$ cat config.mk
export PLATFORM = sky130hd
export DESIGN_NAME = tmr_fault_monitor
export DESIGN_NICKNAME = d
export VERILOG_FILES = /design/src/rtl/tmr_mon_pkg.sv /design/src/rtl/tmr_evt_fifo.sv /design/src/rtl/tmr_fault_monitor.sv
export SDC_FILE = /design/constraint.sdc
export NUM_CORES = 1
export LEC_CHECK = 0
export CAP_MARGIN = 5
export CORE_MARGIN = 5
export CORE_UTILIZATION = 45
export DETAILED_ROUTE_END_ITERATION = 10
export PLACE_DENSITY = 0.66
export REMOVE_ABC_BUFFERS = 1
export SLEW_MARGIN = 5
export SYNTH_ARGS = -nofsm -noshare
export SYNTH_HDL_FRONTEND = slang
export SYNTH_SLANG_ARGS = --single-unit
$ cat constraint.sdc
create_clock -name clk -period 5 [get_ports clk]
set_clock_uncertainty 0.05 [all_clocks]
set_input_delay 1 -clock clk [delete_from_list [all_inputs] [get_ports clk]]
set_output_delay 1 -clock clk [all_outputs]
set_load 0.005 [all_outputs]
$ cat src/rtl/tmr_mon_pkg.sv
// tmr_mon_pkg: shared types and sizes for the TMR fault monitor
package tmr_mon_pkg;
   typedef enum logic [1:0] {ST_OK, ST_SUSPECT, ST_FAILED} state_e;
   typedef enum logic {EV_ONSET, EV_FAILED} kind_e;
   typedef logic [1:0] replica_t;
   localparam int NUM_REPLICAS = 3;
   localparam int NUM_SLOTS = 2 * NUM_REPLICAS;
endpackage

$ cat src/rtl/tmr_evt_fifo.sv
// tmr_evt_fifo: show-ahead event FIFO with full/empty flags and synchronous clear
module tmr_evt_fifo #(
   parameter int W = 19,
   parameter int DEPTH = 4
) (
   input  logic         clk,
   input  logic         rst,
   input  logic         clear_i,
   input  logic         push_i,
   input  logic [W-1:0] data_i,
   input  logic         pop_i,
   output logic [W-1:0] data_o,
   output logic         full_o,
   output logic         empty_o
);
   localparam int AW = $clog2(DEPTH);
   logic [W-1:0] mem_q [DEPTH];
   logic [AW-1:0] wr_q, wr_d, rd_q, rd_d;
   logic [AW:0] cnt_q, cnt_d;
   logic push, pop;
   assign full_o = cnt_q == (AW+1)'(DEPTH);
   assign empty_o = cnt_q == '0;
   assign data_o = mem_q[rd_q];
   always_comb begin
      push = push_i & ~full_o & ~clear_i;
      pop = pop_i & ~empty_o & ~clear_i;
      wr_d = clear_i ? '0 : wr_q + AW'(push);
      rd_d = clear_i ? '0 : rd_q + AW'(pop);
      cnt_d = clear_i ? '0 : cnt_q + (AW+1)'(push) - (AW+1)'(pop);
   end
   always_ff @(posedge clk or posedge rst)
      if (rst) begin
         wr_q <= '0;
         rd_q <= '0;
         cnt_q <= '0;
      end else begin
         wr_q <= wr_d;
         rd_q <= rd_d;
         cnt_q <= cnt_d;
      end
   always_ff @(posedge clk)
      if (push) mem_q[wr_q] <= data_i;
endmodule

$ cat src/rtl/tmr_fault_monitor.sv
// tmr_fault_monitor: per-replica fault classification, error counting and timestamped event stream
module tmr_fault_monitor
   import tmr_mon_pkg::*;
#(
   parameter int WIDTH = 16,
   parameter int ERR_W = 8,
   parameter int PERSIST = 4,
   parameter int FIFO_DEPTH = 4
) (
   input  logic                 clk,
   input  logic                 rst,
   input  logic [2:0]           fault_i,
   input  logic [WIDTH-1:0]     voted_q_i,
   input  logic                 clear_i,
   output logic                 evt_valid_o,
   input  logic                 evt_ready_i,
   output logic [1:0]           evt_replica_o,
   output logic                 evt_kind_o,
   output logic [WIDTH-1:0]     evt_stamp_o,
   output logic [3*ERR_W-1:0]   err_cnt_o,
   output logic [2:0]           failed_o,
   output logic                 overflow_o
);
   localparam int EW = 3 + WIDTH;
   logic [NUM_SLOTS-1:0] raise, pending_q, pending_d, take;
   logic [NUM_SLOTS-1:0][WIDTH-1:0] stamp_q, stamp_d;
   logic overflow_q, overflow_d;
   logic [2:0] sel;
   logic found, push, full, empty;
   logic [EW-1:0] head;
   for (genvar n = 0; n < NUM_REPLICAS; n++) begin : g_rep
      state_e state_q, state_d;
      logic [3:0] run_q, run_d;
      logic [ERR_W-1:0] err_q, err_d;
      logic flt;
      always_comb begin
         flt = fault_i[n] & ~clear_i;
         err_d = clear_i ? '0 : err_q + ERR_W'(flt && err_q != '1);
         state_d = clear_i ? ST_OK :
                   state_q == ST_FAILED ? ST_FAILED :
                   !flt ? ST_OK :
                   (state_q == ST_SUSPECT && run_q == 4'(PERSIST - 1)) ? ST_FAILED : ST_SUSPECT;
         run_d = clear_i ? '0 : state_q == ST_FAILED ? run_q : !flt ? '0 : run_q + 4'd1;
      end
      assign raise[2*n] = flt & (state_q == ST_OK);
      assign raise[2*n+1] = flt & (state_q == ST_SUSPECT) & (run_q == 4'(PERSIST - 1));
      assign failed_o[n] = state_q == ST_FAILED;
      assign err_cnt_o[n*ERR_W +: ERR_W] = err_q;
      always_ff @(posedge clk or posedge rst)
         if (rst) begin
            state_q <= ST_OK;
            run_q <= '0;
            err_q <= '0;
         end else begin
            state_q <= state_d;
            run_q <= run_d;
            err_q <= err_d;
         end
   end
   // slot index is {replica, kind}; a slot drained this cycle is free for a new raise
   always_comb begin
      sel = '0;
      found = 1'b0;
      for (int r = 0; r < NUM_REPLICAS; r++)
         for (int k = 1; k >= 0; k--)
            if (!found && pending_q[2*r+k]) begin
               sel = 3'(2*r+k);
               found = 1'b1;
            end
      push = found & ~full & ~clear_i;
      take = push ? NUM_SLOTS'(1) << sel : '0;
      pending_d = clear_i ? '0 : (pending_q & ~take) | raise;
      overflow_d = ~clear_i & (overflow_q | (|(raise & pending_q & ~take)));
      for (int s = 0; s < NUM_SLOTS; s++)
         stamp_d[s] = (raise[s] && (!pending_q[s] || take[s])) ? voted_q_i : stamp_q[s];
   end
   always_ff @(posedge clk or posedge rst)
      if (rst) begin
         pending_q <= '0;
         stamp_q <= '0;
         overflow_q <= 1'b0;
      end else begin
         pending_q <= pending_d;
         stamp_q <= stamp_d;
         overflow_q <= overflow_d;
      end
   tmr_evt_fifo #(.W(EW), .DEPTH(FIFO_DEPTH)) u_fifo (
      .clk     (clk),
      .rst     (rst),
      .clear_i (clear_i),
      .push_i  (push),
      .data_i  ({sel[2:1], sel[0], stamp_q[sel]}),
      .pop_i   (evt_ready_i),
      .data_o  (head),
      .full_o  (full),
      .empty_o (empty)
   );
   assign evt_valid_o = ~empty;
   assign evt_replica_o = empty ? '0 : head[EW-1 -: 2];
   assign evt_kind_o = ~empty & head[WIDTH];
   assign evt_stamp_o = empty ? '0 : head[WIDTH-1:0];
   assign overflow_o = overflow_q;
endmodule

Word level (Yosys, flattened, before mapping)
Memory sizes are Yosys's and may differ from the RTL's.
Index checks and enable logic that the tools add are counted.

cells by class
  muxes and demuxes = 47
  reductions and logical operators = 39
  equal/unequal tests = 16
  shift operators = 1
  bitwise gates (word level) = 29
  add/sub/neg operators = 10
  order comparisons = 1

operators by type and width
  kind                                                              number
  16-bit binary-select mux with 3-bit select                        1
  4-bit two-way mux                                                 9
  16-bit two-way mux                                                2
  2-bit two-way mux                                                 15
  8-bit by 1-bit adder with 8-bit output                            3
  8-bit two-way mux                                                 3
  8-bit inequality test (second input constant)                     3
  1-bit AND                                                         20
  6-bit AND                                                         3
  1-bit logical AND                                                 17
  3-bit two-way mux                                                 5
  4-bit by 1-bit adder with 4-bit output (second input constant)    3
  4-bit by 2-bit == test with 1-bit output (second input constant)  3
  6-bit two-way mux                                                 2
  1-bit logical NOT                                                 11
  1-bit two-way mux                                                 10
  2-bit by 1-bit == test with 1-bit output (second input constant)  3
  2-bit == test (second input constant)                             3
  2-bit logical NOT                                                 3
  1-bit logical OR                                                  6
  2-bit inequality test (second input constant)                     3
  6-bit inverter                                                    1
  6-bit bitwise OR                                                  1
  6-bit OR reduction                                                1
  9 further kinds                                                   12

storage, ports and cells
  RAM bits = 76
  input bits = 23
  output and inout port bits = 48
  bits in registers = 152
  word-level logic and storage cells = 164
  memories = 1

memories
  name          depth  width  read ports  clocked after Yosys merged registers in  write ports  RTL line            source
  u_fifo.mem_q  4      19     1           0                                        1            tmr_evt_fifo.sv:17  logic [W-1:0] mem_q [DEPTH];

Logic depth before layout (Yosys ltp)
Gate-level depths: netlist of the first run.

  depth in word-level cells = 24
  mapped depth = 11
  gate-level depth less buffers = 9

By module
A second synthesis of the first run with hierarchy kept.

second synthesis, totals
  cells, all modules = 746
  area total of the unflattened synthesis = 10318.6 um^2

modules (own cells, without submodules)
  module             area an instance (um^2)  cells an instance  seq. area each (um^2)  times used
  tmr_fault_monitor  7134.3                   610                3628.5                 1
  tmr_evt_fifo       3184.3                   136                2457.4                 1

Least setup slack after synthesis of the first run
OpenSTA, ideal clock, no wires.

  path type = input -> register
  start point = input port clear_i
  end point = memory u_fifo.mem_q[0][0] (enable)
  cell stages on the path = 4
  data arrival time = 3.283 ns
  path slack = 1.244 ns
  buffers on the path = 2
  required time = 4.527 ns
  library setup time = 0.423 ns
  cells stage by stage = buf_6 -> clkbuf_1 -> a311oi_1 -> nor3b_1

between the ends
  word-level cells in the longest chain between the ends = 6

RTL lines
  item                                         RTL line                                     source
  start: declaration                           tmr_fault_monitor.sv:14                      input logic clear_i,
  1-bit inverter (*)                           tmr_evt_fifo.sv:25, tmr_fault_monitor.sv:70
  1-bit AND                                    tmr_fault_monitor.sv:70                      push = found & ~full & ~clear_i;
  1-bit AND                                    tmr_evt_fifo.sv:25                           push = push_i & ~full_o & ~clear_i;
  1-bit AND (*)                                tmr_evt_fifo.sv:25
  1-bit two-way mux (*)                        tmr_evt_fifo.sv:42                           if (push) mem_q[wr_q] <= data_i;
  1-bit two-way mux (implied by the code) (*)  tmr_evt_fifo.sv:42
  end: declaration                             tmr_evt_fifo.sv:17

Mark *: on every way between the ends. The rest lies on a longest branch, timed or not.

Worst setup path in the final report of the first run
  start point = register u_fifo.rd_q[0]
  end point = output port evt_stamp_o[12]

between the ends
  word-level cells in the longest chain between the ends = 2

RTL lines
  item                      RTL line                  source
  start: declaration        tmr_evt_fifo.sv:18        logic [AW-1:0] wr_q, wr_d, rd_q, rd_d;
  start signal: assignment  tmr_evt_fifo.sv:38        rd_q <= rd_d;
  memory 4 x 19 bit         --
  16-bit two-way mux        tmr_fault_monitor.sv:101  assign evt_stamp_o = empty ? '0 : head[WIDTH-1:0];
  end: declaration          tmr_fault_monitor.sv:19   output logic [WIDTH-1:0] evt_stamp_o,

Every way passes these cells.

==> flow_metrics.tcl, run 1 <==
set metrics [dict create \
    holdCritPathClass "reg -> reg" \
    cts-root-buf "clkbuf_16" \
    met1_usage 0.221 \
    start_util 0.453 \
    viasPerCell 5.65 \
    top_usage_layer "met2" \
    cts_buffers 25 \
    setup_viol 0 \
    htreeDepth 1 \
    power_frac_comb 0.178 \
    die_y_um 160 \
    critPathCaptureType "primary output" \
    tns_ns 0 \
    ys.flop_type "dfrtp_1" \
    maxCapViolations 0 \
    total_leakage_power_nw 4.90 \
    cp_max_fo 15 \
    fmax_mhz 274 \
    path_clk_slew_ns 0.06 \
    seq_area_mm2 0.00609 \
    avgSynthCellArea_um2 14.0 \
    cp.arrival_ns 2.60 \
    dpl_cell_area_mm2 0.0112 \
    slew_headroom 0.220 \
    fin_util 0.532 \
    p_clk_frac 0.365 \
    dp_hpwl_um 14000 \
    design.core.area_mm2 0.0225 \
    clk_latency_ns 0.52 \
    cts_hold_buf 0 \
    synth_cell_types 58 \
    vdd_drop_max_mv 0.195 \
    diodes 0 \
    switching_power_mw 1.21 \
    fin_nets 839 \
    antenna_found_initial 0 \
    routedWlPerCell_um 20.1 \
    grt_overflow 0 \
    synth_edf_count 76 \
    crit_required_ns 3.95 \
    post-route-period-util 0.730 \
    portBuffers 70 \
    layout-drive-gt1-share 0.210 \
    gp_congestion 0.810 \
    synthToLayoutAreaGrowth_pct 17.6 \
    internal_power_mw 3.70 \
    wl_um 22200 \
    grtUsageTotal 0.173 \
    holdWs_ns 0.441 \
    ys_seq_area_frac 0.597 \
    io_pins 71 \
    synth-seq-cells 228 \
    postRouteAntennaNets 0 \
    synth_area_mm2 0.0102 \
    fin_crit_ns 3.65 \
    powerDensity_mw_per_mm2 410 \
    crit_path_start_kind "flop" \
    synthCells 728 \
    place_ws_ns 1.71 \
    outcome "completed" \
    cts_buffer_depth 3 \
    synthArstFlopShare 0.667 \
    grt_max_degree 112 \
    critical_path_class "reg -> out" \
    nFillCells 1800 \
    die_w_um 160 \
    drt_pass1_iterations 5 \
    drt-initial-drc-count 397 \
    tightest_slew_ns 1.16 \
    dieArea_mm2 0.0258 \
    postCtsSetupBuffers 0 \
    grtUsageMet2 0.304 \
    post-route-worst-setup-slack_ns 1.35 \
    core.rowCount 55 \
    use_met3 0.0334 \
    maxSlewViolCount 0 \
    grt_pass1_vias 6769 \
    multi_input_area_mm2 0.00386 \
    cts_sinks 228 \
    final_hold_viol_count 0 \
    fin_area_mm2 0.0120 \
    rsz0062_at_grt "false" \
    cts_tree "done" \
    p_seq_frac 0.458 \
    yosysWarnings 0 \
    remaining_drc_errors 0 \
    num_vias 6252 \
    grt_pass1_wl_um 36300 \
    power.share.switching 0.247 \
    post_cts_resized 0 \
]
## through the flow
stage / std cells / total power [mW]
floorplan: 690 / 2.76
global placement: 1060 / 3.12
detailed placement: 1060 / 3.17
CTS: 1106 / 4.98
global route: 1106 / 5.15
finish: 1106 / 4.91
## placed cells by master, fill, tap and decap left out, drive strengths merged, types with 18 or more instances in the layout
master / netlist / layout
dfrtp: 152 / 152
mux2: 96 / 96
edfxtp: 76 / 76
clkdlybuf4s50: 0 / 69
nor2: 37 / 37
clkbuf: 20 / 37
a21oi: 35 / 35
nor2b: 34 / 34
a221oi: 32 / 32
o21ai: 27 / 27
nor3b: 22 / 22
nand3: 21 / 21
mux4: 19 / 19
nand2: 19 / 19
o21a: 18 / 18
## kinds of logic (layout without fill, tap and decap cells)
family,Yosys count,after routing,share of synthesized area
flops,228,228,0.597
xor+xnor,20,20,0.0172
compound gates,129,129,0.0886
simple gates,171,171,0.0976
fa+ha+maj,14,14,0.0179
mux,115,115,0.155
buf+inv,51,144,0.0260
## cells in the mapped netlist, types with 10 or more instances
master    instances  area share
dfrtp_1         152        0.37
nor3b_1          21       0.015
clkbuf_1         20      0.0074
o21ai_0          26       0.013
xor2_1           14       0.012
nand2_1          17      0.0063
mux2_4           20       0.029
a221oi_1         32       0.028
nand3_1          21       0.010
a21oi_1          35       0.017
nor2b_1          34       0.021
o21a_1           18       0.013
inv_1            10      0.0037
mux2_1           16       0.018
ha_1             13       0.016
edfxtp_1         76        0.22
nor2_1           37       0.014
mux4_2           19       0.042
mux2_2           60       0.066
## critical path: stages (launching register included)
cell and delay (ns):
dfrtp_1 0.55, buf_4 0.38, mux4_2 0.56, nor2b_1 0.15, clkdlybuf4s50_1 0.45
## metal layers
metal | share of wire | vias to the layer above
li1 | - | 2863
met1 | 0.42 | 3205
met2 | 0.51 | 152
met3 | 0.051 | 32
met4 | 0.019 | 0
met5 | 0 | -
## registers in the layout, indices dropped and copies added (netlist names)
name           cells
g_rep.err_q       24
g_rep.run_q       12
u_fifo.rd_q        2
u_fifo.mem_q      76
u_fifo.cnt_q       3
g_rep.state_q      6
u_fifo.wr_q        2
overflow_o         1
pending_q          6
stamp_q           96
## worst paths after layout
check / startpoint / endpoint / slack (ns) / depth (start not counted)
hold reg to reg: stamp_q[80]$_DFFE_PP0P_ / stamp_q[80]$_DFFE_PP0P_ / 0.44 / 1
hold / removal: stamp_q[80]$_DFFE_PP0P_ / stamp_q[80]$_DFFE_PP0P_ / 0.44 / 1
setup / recovery: u_fifo.rd_q[0]$_DFF_PP0_ / evt_stamp_o[12] / 1.35 / 4
max in group asynchronous: rst / u_fifo.cnt_q[1]$_DFF_PP0_ / 2.92 / 3
setup reg to reg: pending_q[1]$_DFF_PP0_ / u_fifo.mem_q[1][1]$_DFFE_PP_ / 1.96 / 7
min in group asynchronous: rst / stamp_q[30]$_DFFE_PP0P_ / 1.03 / 2
## power groups by stage
stage	clock network [mW]	logic, mW	registers (mW)
floorplan	0	0.499	2.26
global placement	0	0.855	2.27
detailed placement	0	0.886	2.28
CTS	1.84	0.890	2.25
global route	1.92	0.959	2.27
finish	1.79	0.872	2.25
## cell type report
type	count	share of cell area
well taps	285	0.0298
repair buffers	85	0.0675
flip-flops and latches	228	0.508
clock inverters	9	0.00867
inverters	13	0.00449
clock buffers	37	0.0593
multi-input cells	449	0.322
Power figures use the tool's default switching activity.
==> run 2, diff against run 1 <==
--- a/config.mk
+++ b/config.mk
@@ -9,7 +9,6 @@
 export CORE_MARGIN = 5
 export CORE_UTILIZATION = 45
 export DETAILED_ROUTE_END_ITERATION = 10
-export PLACE_DENSITY = 0.66
 export REMOVE_ABC_BUFFERS = 1
 export SLEW_MARGIN = 5
 export SYNTH_ARGS = -nofsm -noshare
==> constraint.sdc (replaced) <==
create_clock -name clk -period 3.75 [get_ports clk]
set_clock_uncertainty 0.05 [all_clocks]
set_input_delay 0.75 -clock clk [delete_from_list [all_inputs] [get_ports clk]]
set_output_delay 0.75 -clock clk [all_outputs]
set_load 0.005 [all_outputs]
==> flow_metrics.tcl, run 2 (synthesis results as in run 1) <==
set metrics [dict create \
    outcome "completed" \
    wl_um 22400 \
    core.rowCount 55 \
    maxCapViolations 0 \
    dieArea_mm2 0.0258 \
    grt_overflow 0 \
    crit_chain "buf_4 -> mux4_2 -> nor2b_1 -> clkdlybuf4s50_1" \
    post-route-worst-setup-slack_ns 0.559 \
    postCtsSetupBuffers 0 \
    grt_max_degree 75 \
    path_clk_slew_ns 0.06 \
    fin_crit_ns 3.19 \
    htreeDepth 1 \
    io_pins 71 \
    design.core.area_mm2 0.0225 \
    portBuffers 70 \
    antenna_found_initial 2 \
    postRouteAntennaNets 0 \
    setup_viol 0 \
    grtUsageTotal 0.174 \
    cts_sinks 228 \
    fin_nets 845 \
    crit_path_start_kind "flop" \
    cts_tree "done" \
    slew_headroom 0.451 \
    synthToLayoutAreaGrowth_pct 17.5 \
    nFillCells 1832 \
    die_w_um 160 \
    critPathTopFamily "buffers and inverters" \
    critical_path.max_stage_delay_ns 0.55 \
    viasPerCell 5.68 \
    vdd_drop_max_mv 0.298 \
    start_util 0.453 \
    maxSlewViolCount 0 \
    crit_required_ns 2.95 \
    clk_latency_ns 0.50 \
    largest_reg_flops 96 \
    slowest_stage "mux4_2" \
    gp_congestion 0.787 \
    rsz0062_at_grt "false" \
    dpl_cell_area_mm2 0.0112 \
    tightest_slew_ns 0.823 \
    grt_pass1_wl_um 36300 \
    post_cts_resized 0 \
    regMostFlops "stamp_q" \
    reg_top3 "stamp_q (96), u_fifo.mem_q (76), g_rep.err_q (24)" \
    final_hold_viol_count 0 \
    p_total_mw 6.45 \
    drt_pass1_iterations 5 \
    routedWlPerCell_um 20.2 \
    remaining_drc_errors 0 \
    critPathCaptureType "primary output" \
    place_ws_ns 0.846 \
    dp_hpwl_um 14000 \
    grt_pass1_vias 6740 \
    cp_max_fo 19 \
    num_vias 6315 \
    layout-drive-gt1-share 0.211 \
    post-route-period-util 0.851 \
    rr_worst_depth 6 \
    drt-initial-drc-count 333 \
    fmax_mhz 313 \
    cts_hold_buf 0 \
    critical_path_depth 4 \
    holdCritPathClass "reg -> reg" \
    die_y_um 160 \
    whs_path_depth 1 \
    cp.arrival_ns 2.39 \
    powerDensity_mw_per_mm2 538 \
    total_leakage_power_nw 4.90 \
    mostFrequentLayoutCell "dfrtp_1" \
    cts_buffers 25 \
    cp_num_buf_inv 2 \
    cts_buffer_depth 3 \
    most-common-layout-cells "152 x dfrtp_1, 76 x edfxtp_1, 69 x clkdlybuf4s50_1" \
    critical_path_class "reg -> out" \
    cts-root-buf "clkbuf_16" \
    fin_area_mm2 0.0120 \
]
run 2: metrics by stage:
step | std cells | setup TNS, ns | hold WS (ns) | util
after floorplan | 690 | -173.75 | 0.414 | -
after global placement | 1066 | 0 | 0.424 | 0.498
after detailed placement | 1066 | 0 | 0.432 | 0.498
after CTS | 1110 | 0 | 0.446 | 0.532
after global routing | 1111 | 0 | 0.452 | 0.532
final | 1111 | 0 | 0.444 | 0.532
run 2: layer usage:
metal	routed length [µm]	vias to the layer above	part of all wire	track usage
met2	11300	145	0.50	0.304
met5	11	-	0.00049	0
met3	1210	37	0.054	0.0334
li1	-	2882	-	-
met1	9580	3249	0.43	0.226
met4	358	2	0.016	0.0387
run 2: worst paths after layout:
check	from	endpoint	slack (ns)
worst min-delay path	stamp_q[95]$_DFFE_PP0P_	stamp_q[95]$_DFFE_PP0P_	0.44
min in group asynchronous	rst	stamp_q[88]$_DFFE_PP0P_	0.70
worst max-delay path	u_fifo.rd_q[0]$_DFF_PP0_	evt_stamp_o[4]	0.56
worst max register to register	pending_q[3]$_DFF_PP0_	u_fifo.mem_q[2][1]$_DFFE_PP_	1.00
worst min register to register	stamp_q[95]$_DFFE_PP0P_	stamp_q[95]$_DFFE_PP0P_	0.44
max in group asynchronous	rst	stamp_q[70]$_DFFE_PP0P_	2.08
run 2: layout make-up:
class | instances | area [µm²] | share of cell area
antenna | 1 | 2.50 | 0.000209
clock inverter | 8 | 62.6 | 0.00522
timing repair buffer | 91 | 866 | 0.0723
tap | 285 | 357 | 0.0298
sequential | 228 | 6090 | 0.508
inverter | 13 | 53.8 | 0.00449
clock buffer | 36 | 697 | 0.0582
multi-input combinational | 449 | 3850 | 0.322
run 2: report_power, final:
part	switching, mW	leakage (nW)	internal [mW]	total, mW
clock network	0.921	0.376	1.35	2.27
logic	0.558	1.84	0.629	1.19
registers	0.126	2.69	2.86	2.99
==> run 3, diff against run 2 <==
==> constraint.sdc (replaced) <==
create_clock -name clk -period 3.3 [get_ports clk]
set_clock_uncertainty 0.05 [all_clocks]
set_input_delay 0.66 -clock clk [delete_from_list [all_inputs] [get_ports clk]]
set_output_delay 0.66 -clock clk [all_outputs]
set_load 0.005 [all_outputs]
==> flow_metrics.tcl, run 3 (synthesis results as in run 1) <==
set metrics [dict create \
    endpoint "evt_stamp_o[15]" \
    reg_top3 "stamp_q (96), u_fifo.mem_q (76), g_rep.err_q (24)" \
    portBuffers 70 \
    maxCapViolations 0 \
    antenna_found_initial 0 \
    diodes 0 \
    dp_hpwl_um 14000 \
    remaining_drc_errors 0 \
    startpoint "u_fifo.rd_q[0]$_DFF_PP0_" \
    post-route-worst-setup-slack_ns 0.199 \
    critical_path_class "reg -> out" \
    grtUsageTotal 0.170 \
    grt_overflow 0 \
    grt_max_degree 61 \
    outcome "completed" \
    fin_nets 848 \
    maxSlewViolCount 0 \
    regMostFlops "stamp_q" \
    gp_congestion 0.773 \
    cts_hold_buf 0 \
    post_cts_resized 0 \
    final_hold_viol_count 0 \
    cts_buffer_depth 3 \
    drt_pass1_iterations 4 \
    htreeDepth 1 \
    cp_max_fo 19 \
    holdCritPathClass "in -> reg" \
    die_w_um 160 \
    critPathCaptureType "primary output" \
    drt-initial-drc-count 377 \
    powerDensity_mw_per_mm2 629 \
    cts_tree "done" \
    start_util 0.453 \
    postRouteAntennaNets 0 \
    tightest_slew_ns 0.920 \
    critical_path.max_stage_delay_ns 0.57 \
    wl_um 22100 \
    dieArea_mm2 0.0258 \
    path_clk_slew_ns 0.06 \
    vdd_drop_max_mv 0.310 \
    crit_required_ns 2.59 \
    core.rowCount 55 \
    synthToLayoutAreaGrowth_pct 19.0 \
    grt_pass1_wl_um 35400 \
    fin_crit_ns 3.10 \
    timing.rr.start "pending_q[0]$_DFF_PP0_" \
    seq_area_mm2 0.00609 \
    cts-root-buf "clkbuf_16" \
    grt_pass1_vias 6618 \
    fmax_mhz 322 \
    holdWs_ns 0.416 \
    r2r-end "u_fifo.mem_q[3][8]$_DFFE_PP_" \
    viasPerCell 5.59 \
    setup_viol 0 \
    critical_path_depth 4 \
    crit_chain "buf_4 -> mux4_2 -> nor2b_1 -> clkdlybuf4s50_1" \
    postCtsSetupBuffers 0 \
    multi_input_area_mm2 0.00385 \
    slew_headroom 0.387 \
    rrSetupSlack_ns 0.57 \
    crit_path_start_kind "flop" \
    cts_sinks 228 \
    routedWlPerCell_um 19.8 \
    place_ws_ns 0.479 \
    mostFrequentLayoutCell "dfrtp_1" \
    rr_worst_depth 6 \
    slowest_stage "mux4_2" \
    nFillCells 1828 \
    die_y_um 160 \
    design.core.area_mm2 0.0225 \
    largest_reg_flops 96 \
    clk_latency_ns 0.52 \
    layout-drive-gt1-share 0.220 \
    rsz0062_at_grt "false" \
    post-route-period-util 0.940 \
    cp.arrival_ns 2.39 \
    total_leakage_power_nw 4.98 \
    num_vias 6228 \
    most-common-layout-cells "152 x dfrtp_1, 76 x edfxtp_1, 69 x clkdlybuf4s50_1" \
    critPathTopFamily "buffers and inverters" \
    io_pins 71 \
    cts_buffers 25 \
    cp_num_buf_inv 2 \
]
## run 3: cell count changes in the layout (fill, tap and decap cells not counted), moves of 2 or more
cell | previous run | this run
bufinv_16 | 1 | 3
clkinv_2 | 5 | 3
buf_4 | 20 | 22
clkbuf_1 | 8 | 6
clkbuf_8 | 3 | 6
clkinv_1 | 4 | 2
## run 3: worst reg2reg max path: cells and delay by family, from the launching register on
kind / cells / cell delay, ns
simple gates: 3 / 0.92
compound gates: 2 / 0.60
buf+inv: 1 / 0.45
flops: 1 / 0.44
## run 3: through the flow
stage | utilization | power [mW] | std cells | cell area [µm²] | setup TNS, ns
floorplan | - | 4.18 | 690 | 9970 | -234.27
global placement | 0.500 | 4.75 | 1069 | 11200 | 0
detailed placement | 0.500 | 4.81 | 1069 | 11200 | 0
CTS | 0.539 | 7.73 | 1115 | 12100 | 0
global route | 0.539 | 7.98 | 1115 | 12100 | 0
finish | 0.539 | 7.63 | 1115 | 12100 | 0
## run 3: report_power, final
part	internal, mW	switching (mW)
registers	3.25	0.145
clock network	1.81	1.08
logic	0.718	0.624
## run 3: metal layers
layer  vias to the layer above  global-route usage  routed length [µm]
li1                       2887                   -                   -
met1                      3180               0.224                9760
met2                       130               0.294               10900
met3                        31              0.0290                1010
met4                         0              0.0422                 413
met5                         -                   0                   0
## run 3: worst min path at each step
stage / from / end / slack, ns / cells after the start
final: clear_i / g_rep[0].err_q[1]$_DFF_PP0_ / 0.42 / 2
after global routing: clear_i / g_rep[0].err_q[1]$_DFF_PP0_ / 0.42 / 2
after CTS: clear_i / g_rep[0].err_q[1]$_DFF_PP0_ / 0.40 / 2
after detailed placement: stamp_q[0]$_DFFE_PP0P_ / stamp_q[0]$_DFFE_PP0P_ / 0.44 / 1
after global placement: stamp_q[76]$_DFFE_PP0P_ / stamp_q[76]$_DFFE_PP0P_ / 0.42 / 1
after floorplan: stamp_q[66]$_DFFE_PP0P_ / stamp_q[66]$_DFFE_PP0P_ / 0.41 / 1
## run 3: cell type report
cell class / count / area share
Sequential cell: 228 / 0.502
Multi-Input combinational cell: 449 / 0.318
Timing Repair Buffer: 94 / 0.0743
Clock buffer: 38 / 0.0623
Tap cell: 285 / 0.0294
Clock inverter: 8 / 0.00991
Inverter: 13 / 0.00444
